$ cat config.mk
export PLATFORM = sky130hd
export DESIGN_NAME = delay_tank_flat
export DESIGN_NICKNAME = d
export VERILOG_FILES = /design/src/rtl/delay_tank_if.sv /design/src/rtl/delay_tank.sv /design/src/flat_wrapper.sv
export SDC_FILE = /design/constraint.sdc
export NUM_CORES = 1
export LEC_CHECK = 0
export ABC_AREA = 1
export BUFFER_PORTS_ARGS = -buffer_cell sky130_fd_sc_hd__buf_2
export CAP_MARGIN = 30
export CORE_UTILIZATION = 50
export DETAILED_ROUTE_END_ITERATION = 8
export GPL_TIMING_DRIVEN = 0
export HOLD_SLACK_MARGIN = 0.05
export PLACE_DENSITY_LB_ADDON = 0.08
export SYNTH_ARGS = -nofsm -noshare
export SYNTH_HDL_FRONTEND = slang
export SYNTH_SLANG_ARGS = --single-unit
$ cat constraint.sdc
create_clock -name clk -period 1.4 [get_ports clk]
set_input_delay 0.14 -clock clk [delete_from_list [all_inputs] [get_ports clk]]
set_output_delay 0.14 -clock clk [all_outputs]
set_load 0.1 [all_outputs]
$ cat src/rtl/delay_tank_if.sv
// Bus bundle for delay_tank: write-side controls in, observed slot/position out.
// The en signal exists only when DELAY_TANK_STALL_EN is defined.
interface delay_tank_if #(
  parameter int WIDTH  = 1,
  parameter int LENGTH = 576
) ();
  localparam int PW = $clog2(LENGTH);

  logic [WIDTH-1:0] in;
  logic             wr;
  logic             clr;
  logic [WIDTH-1:0] out;
  logic [PW-1:0]    pos;
  logic             sync;
`ifdef DELAY_TANK_STALL_EN
  logic             en;

  modport master (output in, output wr, output clr, output en,
                  input out, input pos, input sync);
  modport slave  (input in, input wr, input clr, input en,
                  output out, output pos, output sync);
`else
  modport master (output in, output wr, output clr,
                  input out, input pos, input sync);
  modport slave  (input in, input wr, input clr,
                  output out, output pos, output sync);
`endif
endinterface

$ cat src/rtl/delay_tank.sv
// Recirculating delay line: WIDTH channels, LENGTH slots per lap, slot counter and sync.
// Optional DELAY_TANK_STALL_EN adds an advance enable (en) that freezes the whole tank.
module delay_tank #(
  parameter int WIDTH  = 1,
  parameter int LENGTH = 576
) (
  input  logic        clk,
  input  logic        rst_n,
  delay_tank_if.slave bus
);
  localparam int PW = $clog2(LENGTH);

  if (LENGTH < 2) begin : g_bad_length
    $error("delay_tank: LENGTH must be at least 2");
  end

  logic             adv;
  logic [WIDTH-1:0] head;
  logic [PW-1:0]    pos;
  // The last element is the registered out, so a slot takes exactly LENGTH advances per lap.
  logic [WIDTH-1:0] tank [LENGTH];

`ifdef DELAY_TANK_STALL_EN
  assign adv = bus.en;
`else
  assign adv = 1'b1;
`endif

  // wr has priority over clr; with neither the emerging slot recirculates.
  always_comb begin
    head = tank[LENGTH-1];
    if (bus.wr)       head = bus.in;
    else if (bus.clr) head = '0;
  end

  always_ff @(posedge clk or negedge rst_n) begin
    if (!rst_n) begin
      for (int i = 0; i < LENGTH; i++) tank[i] <= '0;
      pos <= '0;
    end else if (adv) begin
      tank[0] <= head;
      for (int i = 1; i < LENGTH; i++) tank[i] <= tank[i-1];
      pos <= (pos == PW'(LENGTH-1)) ? '0 : pos + 1'b1;
    end
  end

  assign bus.out  = tank[LENGTH-1];
  assign bus.pos  = pos;
  assign bus.sync = (pos == '0);
endmodule

$ cat src/flat_wrapper.sv
// flat-port wrapper written by rule: the top's interface ports become plain ports
module delay_tank_flat 
#(
  parameter int WIDTH  = 1,
  parameter int LENGTH = 576
)
  (clk, rst_n, bus_in, bus_wr, bus_clr, bus_out, bus_pos, bus_sync);
  delay_tank_if #(.WIDTH(WIDTH), .LENGTH(LENGTH)) bus_i ();
  input  logic clk;
  input  logic rst_n;
  input wire logic [$bits(bus_i.in)-1:0] bus_in;
  input wire logic [$bits(bus_i.wr)-1:0] bus_wr;
  input wire logic [$bits(bus_i.clr)-1:0] bus_clr;
  output wire logic [$bits(bus_i.out)-1:0] bus_out;
  output wire logic [$bits(bus_i.pos)-1:0] bus_pos;
  output wire logic [$bits(bus_i.sync)-1:0] bus_sync;
  assign bus_i.in = bus_in;
  assign bus_i.wr = bus_wr;
  assign bus_i.clr = bus_clr;
  assign bus_out = bus_i.out;
  assign bus_pos = bus_i.pos;
  assign bus_sync = bus_i.sync;
  delay_tank #(.WIDTH(WIDTH), .LENGTH(LENGTH)) u_core (.clk(clk), .rst_n(rst_n), .bus(bus_i));
endmodule
# Word level (Yosys, flattened, before mapping)
# Cells that the tools add are included.
# word_totals
romBits	0
mem_count	0
latch_bits	0
in_bits	5
ramBits	0
word_cells	583
output_inout_bits	12
reg_bits	586
# op_classes
bitwise	0
shift	0
div	0
reduce_logical	1
muxes	3
n_addsub	1
multipliers	0
n_eq_ne	1
n_lt_le_gt_ge	0
# op_table
operator	count
$add A10 B1 Y10 const B	1
$eq A10 B10 Y1 const B	1
$logic_not A10 Y1	1
$mux W10	1
$mux W1	2

# Logic depth before layout (Yosys ltp)
# Gate-level depths: netlist of run 1.
# depth
depth_word	2
depth_mapped	6
ltp_nobuf	6

# Worst setup path after synthesis of run 1
# OpenSTA, ideal clock, no wires.
# synth_timing
path_kind	register -> output
startpoint	reg u_core.pos[3] (netlist: u_core.bus.pos[3])
endpoint	out bus_sync
path_buffers	0
t_arrival_ns	2.424
slack_ns	-1.164
stages_incl_launch_ff	4
required_time_ns	1.260
cell_sequence	dfrtp_1 nor3_1 nand4_1 nor2_1
# synth_between
elab_chain_cells	1
# synth_lines
item	line_no	text
start: declaration	delay_tank.sv:19	logic [PW-1:0] pos;
start signal: assignment	delay_tank.sv:43	pos <= (pos == PW'(LENGTH-1)) ? '0 : pos + 1'b1;
$logic_not A10 Y1	delay_tank.sv:49	assign bus.sync = (pos == '0);
end: declaration	flat_wrapper.sv:16	output wire logic [$bits(bus_i.sync)-1:0] bus_sync;
# No other way between the ends.

# Worst setup path in the final report of run 1
# layout_timing
startpoint	reg u_core.pos[9] (netlist: u_core.bus.pos[9])
endpoint	out bus_sync
# Same word-level chain as after synthesis.

==> qor.txt, run 1 <==
Synth Instances = 651
TritonCTS clock tree = yes
initial core utilization = 0.507
maximum clock path buffer count = 3
Top-Level Pins = 17
# diodes = 0
Final Critical Period = 1.80 ns
DRT iter0 DRCs = 221
Worst EP arrival = 1.66 ns
CTS sink count = 586
first-pass GRT wire length = 31700 µm
Critical Path Fanout Max = 2
drt total wl = 18300 µm
Setup crit start = u_core.bus.pos[9]
final-report hold violation count = 0
commonest non-fill, non-tap cell in the layout = dfrtp_1
crit-path cells = nor3_2, nand4_1, nor2_4, buf_12
Fin Hold WS = 0.341 ns
max capacitance violation total = 0
worst vdd ir = 0.944 mV
yosys warns = 0
core area = 29600 µm²
status = finished with violations
Total GRT Usage = 0.131
Setup Total Neg Slack = -29.39 ns
Clk pwr share = 0.456
Die W = 175 µm
total congestion overflow = 0
total CTS buffers = 54
Post-DP HPWL = 7620 µm
CP Capture Type = primary output
Setup-failing EPs final = 210
Placer Congestion = 0.739
Max stage delay on crit path = 0.48 ns
# rows = 63
Rel. slew slack = 0.561
Crit-path slowest cell = dfrtp_4
PwrDens = 1780 nW/µm²
Post-Syn Area = 15000 µm²
Mapped Avg Cell Area = 23.0 µm²
Area after DPL = 15800 µm²
Clock Tree Root = clkbuf_16
port bufs = 16
Post-Route Skew = 0.00699 ns
worst skew pair latency = 0.55 ns
most frequent cells in the layout = 576 x dfrtp_1, 59 x clkbuf_16, 17 x clkbuf_8
Worst Tran Pin Value = 0.658 ns
WL per Instance = 15.6 µm
final instance area = 18000 µm²
Post-Syn Nets = 658
initial antenna violation count = 0
RR Startpoint = u_core.bus.pos[1]
Via density = 4.37
DRC = 0
number of global-route vias before repair = 5942
WP data required = 1.26 ns
f_max = 556 MHz
RSZ-0062 raised after global routing = true
Nets = 751
crit start category = register
layout filler cell count = 2015
Pre-Repair DR Iteration Count = 4
via count = 5124
Net Sw Frac = 0.187
Hold Crit Start = u_core.tank[388]
DRT antenna net count = 0
Clk pin slew, worst setup/hold paths = 0.06 ns
violated checks = setup timing
critical path class = register to primary output
layout cells sized above 1 = 0.188
P_leak = 9.53 nW
Synth cell types = 16
sequential share of the synthesized area = 0.978
net switching power figure = 5.99 mW
Area Growth Syn to Fin = 19.9%
die height = 175 µm
H-tree depth = 2
worst hold-check path type = register to register
Internal Pwr Total = 26.1 mW
max-slew violations = 0
Tcrit/Tclk final = 1.29
fin worst setup slack = -0.400 ns
flops & latches, synth = 586
die area = 30700 µm²
Flop pwr share = 0.531
combinational share of power = 0.013
largest net degree at the start of global routing = 138
-- through the flow --
step                power, mW  worst slack (ns)   util  cells
detailed placement       17.7            -0.106  0.533   1062
CTS                      32.6            -0.425  0.606   1171
floorplan                17.3            -0.230      -    651
global route             33.4            -0.485  0.608   1173
global placement         17.6            -11.74  0.528   1057
finish                   32.1            -0.400  0.608   1173
-- cell families (layout without fill, tap and decap cells) --
| family | count (synthesis) | count (layout) | synth area share |
|---|---|---|---|
| flip-flops | 586 | 586 | 0.978 |
| buffers and inverters | 17 | 149 | 0.00426 |
| AO/OA/AOI/OAI | 3 | 3 | 0.00117 |
| AND/OR/NAND/NOR | 40 | 40 | 0.0132 |
| adder cells (fa/ha/maj) | 2 | 2 | 0.00167 |
| XOR/XNOR | 3 | 3 | 0.00175 |
-- repair_timing --
action                                 CTS  global route
gates resized for setup                 36            11
hold buffers                             8             1
setup endpoints to repair               12           112
gates cloned                             0             3
endpoints found under the hold margin  282           211
setup buffers                            6             2
pin swaps                                2             1
-- power by group through the flow --
stage	Clock [mW]	Sequential [mW]	Combinational, mW
6_report	14.7	17.0	0.411
3_5_place_dp	0	17.3	0.376
5_1_grt	15.9	17.0	0.491
3_3_place_gp	0	17.4	0.295
4_1_cts	15.2	17.0	0.418
2_1_floorplan	0	17.3	0.00133
-- path summary, 6_finish.rpt --
| kind | end | slack (ns) | cells after the start |
|---|---|---|---|
| setup reg to reg | u_core.bus.pos[0] | 0.12 | 7 |
| min in group asynchronous | u_core.tank[158] | 0.62 | 7 |
| max in group asynchronous | u_core.bus.pos[2] | -0.23 | 7 |
| hold reg to reg | u_core.tank[387] | 0.34 | 0 |
| setup / recovery | bus_sync | -0.40 | 4 |
| hold / removal | u_core.tank[387] | 0.34 | 0 |
-- flip-flops by register name, indices dropped and copies added (netlist names) --
name,count
u_core.tank,575
u_core.bus.out,1
u_core.bus.pos,10
-- area by class of cell --
cell class,instances,area (µm²),area share
Timing Repair Buffer,37,588,0.0327
Inverter,17,63.8,0.00355
Multi-Input combinational cell,48,298,0.0166
Tap cell,390,488,0.0271
Clock buffer,82,1690,0.0940
Sequential cell,586,14700,0.817
Clock inverter,13,168,0.00932
-- worst max-delay path: cells and delay by family (launching register included) --
kind | cells | cell delay (ns)
flops | 1 | 0.48
buf+inv | 1 | 0.18
simple gates | 3 | 0.45
-- cells in the mapped netlist --
| master | number | share of area |
|---|---|---|
| ha_1 | 2 | 0.0017 |
| inv_2 | 2 | 0.00050 |
| o31ai_1 | 1 | 0.00050 |
| nand3_1 | 4 | 0.0013 |
| nor2_2 | 1 | 0.00042 |
| nand2_1 | 14 | 0.0035 |
| xor2_1 | 3 | 0.0018 |
| nor3_1 | 1 | 0.00033 |
| nand4_1 | 1 | 0.00042 |
| a21oi_1 | 2 | 0.00067 |
| nor2_4 | 2 | 0.0015 |
| nor2_1 | 13 | 0.0033 |
| nand2_2 | 1 | 0.00042 |
| dfrtp_1 | 586 | 0.98 |
| nand3_2 | 3 | 0.0020 |
| inv_1 | 15 | 0.0038 |
-- layer usage --
| metal | vias to the layer above | global-route usage | wire length [µm] |
|---|---|---|---|
| li1 | 2196 | - | - |
| met1 | 2802 | 0.212 | 9610 |
| met2 | 79 | 0.173 | 7470 |
| met3 | 47 | 0.0285 | 669 |
| met4 | 0 | 0.0540 | 523 |
| met5 | - | 0 | 0 |
Note: power is estimated with default switching activity, not from simulation.
==> inputs of run 2 (changes only) <==
--- a/config.mk
+++ b/config.mk
@@ -8,7 +8,9 @@
 export ABC_AREA = 1
 export BUFFER_PORTS_ARGS = -buffer_cell sky130_fd_sc_hd__buf_2
 export CAP_MARGIN = 30
-export CORE_UTILIZATION = 50
+export CELL_PAD_IN_SITES_DETAIL_PLACEMENT = 1
+export CELL_PAD_IN_SITES_GLOBAL_PLACEMENT = 2
+export CORE_UTILIZATION = 49
 export DETAILED_ROUTE_END_ITERATION = 8
 export GPL_TIMING_DRIVEN = 0
 export HOLD_SLACK_MARGIN = 0.05
==> run 2 against run 1 <==
Net effect: the run ends with hold timing, setup timing left; combinational power fell by 14%; clock skew rose by 0.012 ns; worst setup slack got worse by 0.085 ns; worst hold slack got worse by 0.74 ns; total power fell by 0.79%; register-to-register slack got worse by 0.09 ns; largest cell class unchanged; highest routed layer unchanged; non-clock buffer count fell by 6; first-iteration DRC count rose by 18%.
==> qor.txt, run 2 (same netlist as run 1, synthesis figures left out) <==
layout cells sized above 1 = 0.184 (was 0.188)
Via density = 4.42 (was 4.37)
worst vdd ir = 1.16 mV (was 0.944 mV)
Worst EP arrival = 1.74 ns (was 1.66 ns)
Final Critical Period = 1.88 ns (was 1.80 ns)
# rows = 63 (unchanged)
final-report hold violation count = 95 (was 0)
Setup-failing EPs final = 5 (was 210)
CTS Hold Bufs = 2 (was 8)
crit start category = register (unchanged)
Max stage delay on crit path = 0.49 ns (was 0.48 ns)
DRT antenna net count = 0 (unchanged)
Setup WS pre-CTS = -0.506 ns (was -0.106 ns)
CP Buf/Inv Count = 1 (unchanged)
RSZ-0062 raised after global routing = true (unchanged)
status = finished with violations (unchanged)
TritonCTS clock tree = yes (unchanged)
Nets = 746 (was 751)
total congestion overflow = 0 (unchanged)
max reg flops = 575 (unchanged)
H-tree depth = 2 (unchanged)
# diodes = 0 (unchanged)
Pre-Repair DR Iteration Count = 4 (unchanged)
Crit-path slowest cell = dfrtp_4 (unchanged)
Rel. slew slack = 0.526 (was 0.561)
Clock Tree Root = clkbuf_16 (unchanged)
Fin Hold WS = -0.400 ns (was 0.341 ns)
core area = 29900 µm² (was 29600 µm²)
DRC = 0 (unchanged)
via count = 5180 (was 5124)
Top-Level Pins = 17 (unchanged)
worst skew pair latency = 0.55 ns (about the same)
Post-Route Skew = 0.0191 ns (was 0.00699 ns)
Worst Tran Pin Value = 0.711 ns (was 0.658 ns)
maximum clock path buffer count = 3 (unchanged)
commonest non-fill, non-tap cell in the layout = dfrtp_1 (unchanged)
Reg with most FFs = u_core.tank (unchanged)
Post-DP HPWL = 8070 µm (was 7620 µm)
Die W = 177 µm (was 175 µm)
area occupied by multi-input gates = 333 µm² (was 298 µm²)
die area = 31300 µm² (was 30700 µm²)
initial core utilization = 0.502 (was 0.507)
crit-path cells = nor3_4, nand4_1, nor2_4, buf_12 (was nor3_2, nand4_1, nor2_4, buf_12)
first-pass GRT wire length = 33600 µm (was 31700 µm)
total CTS buffers = 55 (was 54)
worst hold-check path type = input port to asynchronous set/reset pin (was register to register)
critical path class = register to primary output (unchanged)
max capacitance violation total = 0 (unchanged)
violated checks = hold timing, setup timing (was setup timing)
WP data required = 1.26 ns (about the same)
Total GRT Usage = 0.138 (was 0.131)
Clk pin slew, worst setup/hold paths = 0.06 ns (about the same)
P_leak = 9.46 nW (was 9.53 nW)
die height = 177 µm (was 175 µm)
Critical Path Fanout Max = 2 (unchanged)
CP delay by family, top = simple AND/OR/NAND/NOR gates (was flip-flops)
drt total wl = 19200 µm (was 18300 µm)
initial antenna violation count = 0 (unchanged)
Area Growth Syn to Fin = 19.1% (was 19.9%)
PwrDens = 1780 nW/µm² (about the same)
Register Area = 14700 µm² (unchanged)
Tcrit/Tclk final = 1.35 (was 1.29)
port bufs = 16 (unchanged)
largest net degree at the start of global routing = 139 (was 138)
max-slew violations = 0 (unchanged)
WL per Instance = 16.4 µm (was 15.6 µm)
DRT iter0 DRCs = 260 (was 221)
layout filler cell count = 2473 (was 2015)
f_max = 531 MHz (was 556 MHz)
number of global-route vias before repair = 5942 (unchanged)
most frequent cells in the layout = 576 x dfrtp_1, 57 x clkbuf_16, 15 x clkbuf_1 (was 576 x dfrtp_1, 59 x clkbuf_16, 17 x clkbuf_8)
Placer Congestion = 0.702 (was 0.739)
CP Capture Type = primary output (unchanged)
CTS sink count = 586 (unchanged)
Total Power = 31.8 mW (was 32.1 mW)
fin worst setup slack = -0.484 ns (was -0.400 ns)
run 2: per-layer routing:
metal,up-vias,part of all wire,track usage
li1,2194,-,-
met1,2864,0.50,0.230
met2,70,0.44,0.181
met3,52,0.036,0.0288
met4,0,0.027,0.0481
met5,-,0,0
run 2: area by class of cell:
cell class / count / area share
Clock buffer: 84 / 0.0917
Inverter: 17 / 0.00357
Sequential cell: 586 / 0.823
Multi-Input combinational cell: 48 / 0.0186
Tap cell: 390 / 0.0273
Clock inverter: 17 / 0.0108
Timing Repair Buffer: 31 / 0.0254
run 2: worst reg2reg max path, cell delays in order (launching register included):
cell	delay [ns]
dfrtp_4	0.49
buf_4	0.14
buf_6	0.10
buf_6	0.12
nand2_2	0.11
inv_2	0.08
a21oi_1	0.16
nor2_1	0.06
run 2: final timing paths:
path	startpoint	to	slack, ns	depth (start not counted)
max in group asynchronous	rst_n	u_core.tank[1]	0.34	3
setup / recovery	u_core.bus.pos[2]	bus_sync	-0.48	4
min in group clk	u_core.tank[401]	u_core.tank[400]	0.33	0
hold reg to reg	u_core.tank[401]	u_core.tank[400]	0.33	0
hold / removal	rst_n	u_core.tank[225]	-0.40	1
setup reg to reg	u_core.bus.pos[2]	u_core.bus.pos[6]	0.03	7
run 2: report_power, final:
group	internal [mW]	switching, mW	leakage (nW)	total (mW)
clock network	8.62	5.83	0.902	14.5
logic	0.0492	0.306	0.446	0.355
registers	17.0	0.0246	8.11	17.0
run 2: through the flow:
stage	util	cell area (µm²)	TNS, ns	hold WS (ns)	cells
after floorplan	-	15000	-0.230	-0.156	651
after global placement	0.523	15600	-5833.54	0.337	1057
after detailed placement	0.527	15700	-102.43	0.209	1061
after CTS	0.595	17800	-0.932	-0.384	1170
after global routing	0.598	17900	-1.28	-0.348	1173
final	0.598	17900	-0.972	-0.400	1173
run 2: repair_timing:
action                                  in CTS  in global routing
gates resized for setup                     39                 13
buffers inserted                             6                  3
gates cloned                                 0                  1
endpoints found under the hold margin       96                 95
pin swaps                                    3                  2
endpoints found under the setup margin      12                146
==> inputs of run 3 (changes only) <==
--- a/config.mk
+++ b/config.mk
@@ -5,7 +5,6 @@
 export SDC_FILE = /design/constraint.sdc
 export NUM_CORES = 1
 export LEC_CHECK = 0
-export ABC_AREA = 1
 export BUFFER_PORTS_ARGS = -buffer_cell sky130_fd_sc_hd__buf_2
 export CAP_MARGIN = 30
 export CELL_PAD_IN_SITES_DETAIL_PLACEMENT = 1
==> run 3 against run 2 <==
Net effect: the flow still finishes with violations (hold timing, setup timing); sequential power about the same; first-iteration DRC count up 24%; fmax down 10%; flip-flop and latch count did not move; non-clock buffer count up 5; utilization rose by 0.17 points; cell count is 2.0% lower; die area decreased by 0.28%; via count down 0.37%; wire length about the same; area after synthesis decreased by 0.28%; critical path type unchanged; largest cell class unchanged.
==> qor.txt, run 3 <==
status = finished with violations (unchanged)
violated checks = hold timing, setup timing (unchanged)
CP Capture Type = primary output (unchanged)
top cells by area, synth = dfrtp_1 98%, xnor2_1 0.18%, ha_1 0.17% (was dfrtp_1 98%, inv_1 0.38%, nand2_1 0.35%)
# rows = 63 (unchanged)
Post-Route Skew = 0.00904 ns (was 0.0191 ns)
yosys warns = 0 (unchanged)
drt total wl = 19200 µm (about the same)
Total GRT Usage = 0.139 (was 0.138)
FFs w/ async S/R, synth = 1.00 (unchanged)
Worst EP arrival = 1.96 ns (was 1.74 ns)
DRT iter0 DRCs = 323 (was 260)
Clock Tree Root = clkbuf_16 (unchanged)
RSZ-0062 raised after global routing = true (unchanged)
Critical Path Fanout Max = 2 (unchanged)
largest net degree at the start of global routing = 144 (was 139)
final instance area = 17900 µm² (about the same)
Die W = 177 µm (about the same)
Area after DPL = 15700 µm² (about the same)
total CTS buffers = 55 (unchanged)
Synth cell types = 23 (was 16)
Reg with most FFs = u_core.tank (unchanged)
f_max = 475 MHz (was 531 MHz)
commonest non-fill, non-tap cell in the layout = dfrtp_1 (unchanged)
total congestion overflow = 0 (unchanged)
number of global-route vias before repair = 5877 (was 5942)
Tcrit/Tclk final = 1.50 (was 1.35)
Setup crit start = u_core.bus.pos[1] (was u_core.bus.pos[2])
die area = 31200 µm² (was 31300 µm²)
Clk pin slew, worst setup/hold paths = 0.06 ns (about the same)
dominant synthesized flop cell = dfrtp_1 (unchanged)
CP delay by family, top = flip-flops (was simple AND/OR/NAND/NOR gates)
crit start category = register (unchanged)
die height = 177 µm (about the same)
fin worst setup slack = -0.703 ns (was -0.484 ns)
Worst Setup EP = bus_sync (unchanged)
Critical Path Stages = 6 (was 4)
Post-synth EDFFs = 0 (unchanged)
Max stage delay on crit path = 0.49 ns (about the same)
worst skew pair latency = 0.55 ns (about the same)
Post-DP HPWL = 7700 µm (was 8070 µm)
core area = 29800 µm² (was 29900 µm²)
via count = 5161 (was 5180)
Compound-Gate Fraction of Synth Area = 0.00301 (was 0.00117)
Fin Hold WS = -0.421 ns (was -0.400 ns)
PwrDens = 1790 nW/µm² (was 1780 nW/µm²)
Setup Total Neg Slack = -2.11 ns (was -0.972 ns)
DRC = 0 (unchanged)
crit-path cells = inv_2, ha_4, nor4b_4, nand2_2, nor4_4, buf_6 (was nor3_4, nand4_1, nor2_4, buf_12)
RR Startpoint = u_core.bus.pos[1] (was u_core.bus.pos[2])
first-pass GRT wire length = 33600 µm (about the same)
WL per Instance = 16.7 µm (was 16.4 µm)
critical path class = register to primary output (unchanged)
max reg flops = 575 (unchanged)
Rel. slew slack = 0.559 (was 0.526)
CP Buf/Inv Count = 2 (was 1)
TritonCTS clock tree = yes (unchanged)
largest family of logic cells by synthesized area = simple AND/OR/NAND/NOR gates (unchanged)
RR Endpoint = u_core.bus.pos[1] (was u_core.bus.pos[6])
max-slew violations = 0 (unchanged)
# diodes = 0 (unchanged)
top cell type's share of synthesized area = 0.981 (was 0.978)
layout cells sized above 1 = 0.177 (was 0.184)
Reg2Reg Depth = 6 (was 7)
H-tree depth = 2 (unchanged)
post-synthesis xor/xnor area fraction = 0.00293 (was 0.00175)
Mapped Avg Cell Area = 23.8 µm² (was 23.0 µm²)
worst vdd ir = 1.34 mV (was 1.16 mV)
Synth Instances = 629 (was 651)
cell taking the most area after synthesis = dfrtp_1 (unchanged)
DRT antenna net count = 0 (unchanged)
Simple-Gate Fraction of Synth Area = 0.0106 (was 0.0132)
Crit-path slowest cell = dfrtp_4 (unchanged)
P_leak = 9.35 nW (was 9.46 nW)
CTS Hold Bufs = 3 (was 2)
initial antenna violation count = 0 (unchanged)
worst hold-check path type = input port to asynchronous set/reset pin (unchanged)
port bufs = 16 (unchanged)
Placed Cells incl. Taps = 1039 (was 1061)
Top-Level Pins = 17 (unchanged)
initial core utilization = 0.502 (about the same)
Pre-Repair DR Iteration Count = 5 (was 4)
Post-Syn Area = 15000 µm² (about the same)
Synth Area in Adders = 0.00167 (about the same)
max capacitance violation total = 0 (unchanged)
final-report hold violation count = 85 (was 95)
top cells by count, synth = 586 x dfrtp_1, 4 x inv_1, 4 x nand3_1, 4 x o21ai_0 (was 586 x dfrtp_1, 15 x inv_1, 14 x nand2_1)
most frequent cells in the layout = 576 x dfrtp_1, 57 x clkbuf_16, 18 x clkbuf_1 (was 576 x dfrtp_1, 57 x clkbuf_16, 15 x clkbuf_1)
Via density = 4.49 (was 4.42)
Area Growth Syn to Fin = 19.5% (was 19.1%)
mux cell area share after synthesis = 0 (unchanged)
CTS sink count = 586 (unchanged)
post-route non-filler standard cell count = 1149 (was 1173)
Nets = 729 (was 746)
Placer Congestion = 0.683 (was 0.702)
Post-Syn Nets = 636 (was 658)
maximum clock path buffer count = 3 (unchanged)
Worst R2R Setup Slack = -0.16 ns (was 0.03 ns)
Final Critical Period = 2.10 ns (was 1.88 ns)
most common cell in the netlist = dfrtp_1 (unchanged)
WP data required = 1.26 ns (about the same)
flops & latches, synth = 586 (unchanged)
Worst Tran Pin Value = 0.662 ns (was 0.711 ns)
sequential share of the synthesized area = 0.981 (was 0.978)
Setup-failing EPs final = 14 (was 5)
final core occ = 0.599 (was 0.598)
[run 3: cell count changes after synthesis, sizes merged, moves of 2 or more]
cell   change
nand2     -12
nand3      -3
inv       -13
xnor2      +3
nor2      -13
and4       +3
nand4      +2
o21ai      +4
[run 3: how the worst min path moves through the flow]
stage / from / endpoint / slack, ns / cells past startpoint
final: rst_n / u_core.tank[256] / -0.42 / 1
after global routing: rst_n / u_core.tank[256] / -0.39 / 1
after detailed placement: rst_n / u_core.tank[257] / 0.18 / 1
after floorplan: rst_n / u_core.bus.out / -0.16 / 0
after global placement: u_core.tank[299] / u_core.tank[298] / 0.34 / 0
after CTS: rst_n / u_core.tank[257] / -0.42 / 1
[run 3: layer usage]
| layer | GRT usage | wire [µm] | vias to the layer above |
|---|---|---|---|
| met4 | 0.0546 | 695 | 0 |
| li1 | - | - | 2161 |
| met2 | 0.179 | 8220 | 78 |
| met1 | 0.231 | 9600 | 2859 |
| met3 | 0.0311 | 674 | 63 |
| met5 | 0 | 0 | - |
[run 3: per-stage QoR]
| stage | power [mW] | worst slack [ns] |
|---|---|---|
| 4_1_cts | 32.4 | -0.701 |
| 3_3_place_gp | 17.6 | -11.73 |
| 3_5_place_dp | 17.7 | -0.423 |
| 2_1_floorplan | 17.3 | -0.892 |
| 5_1_grt | 33.1 | -0.776 |
| 6_report | 31.9 | -0.703 |
[run 3: worst register-to-register path, cell delays in order, from the launching register on]
cell	delay (ns)
dfrtp_4	0.42
buf_4	0.12
buf_8	0.11
ha_4	0.14
or2b_4	0.29
nor3_4	0.25
nor2b_1	0.10
[run 3: where the power goes]
part	leakage [nW]	switching, mW	internal (mW)
Combinational	0.367	0.301	0.0446
Clock	0.876	5.74	8.76
Sequential	8.11	0.0223	17.0
Total	9.35	6.07	25.8
[run 3: cell type report]
| type | count | area, µm² |
|---|---|---|
| Clock buffer | 83 | 1600 |
| Clock inverter | 11 | 184 |
| Fill cell | 2431 | 11900 |
| Inverter | 4 | 15.0 |
| Multi-Input combinational cell | 39 | 359 |
| Sequential cell | 586 | 14700 |
| Tap cell | 390 | 488 |
| Timing Repair Buffer | 36 | 517 |
[run 3: kinds of logic after synthesis]
family / after synthesis
AND/OR/NAND/NOR: 24
XOR/XNOR: 5
flip-flops: 586
AO/OA/AOI/OAI: 8
buffers and inverters: 4
adder cells (fa/ha/maj): 2
[run 3: repair_timing]
item	CTS	global route
setup buffers	7	6
endpoints found under the setup margin	17	18
hold endpoints to repair	86	85
resized for setup	51	14
pin swaps	5	3
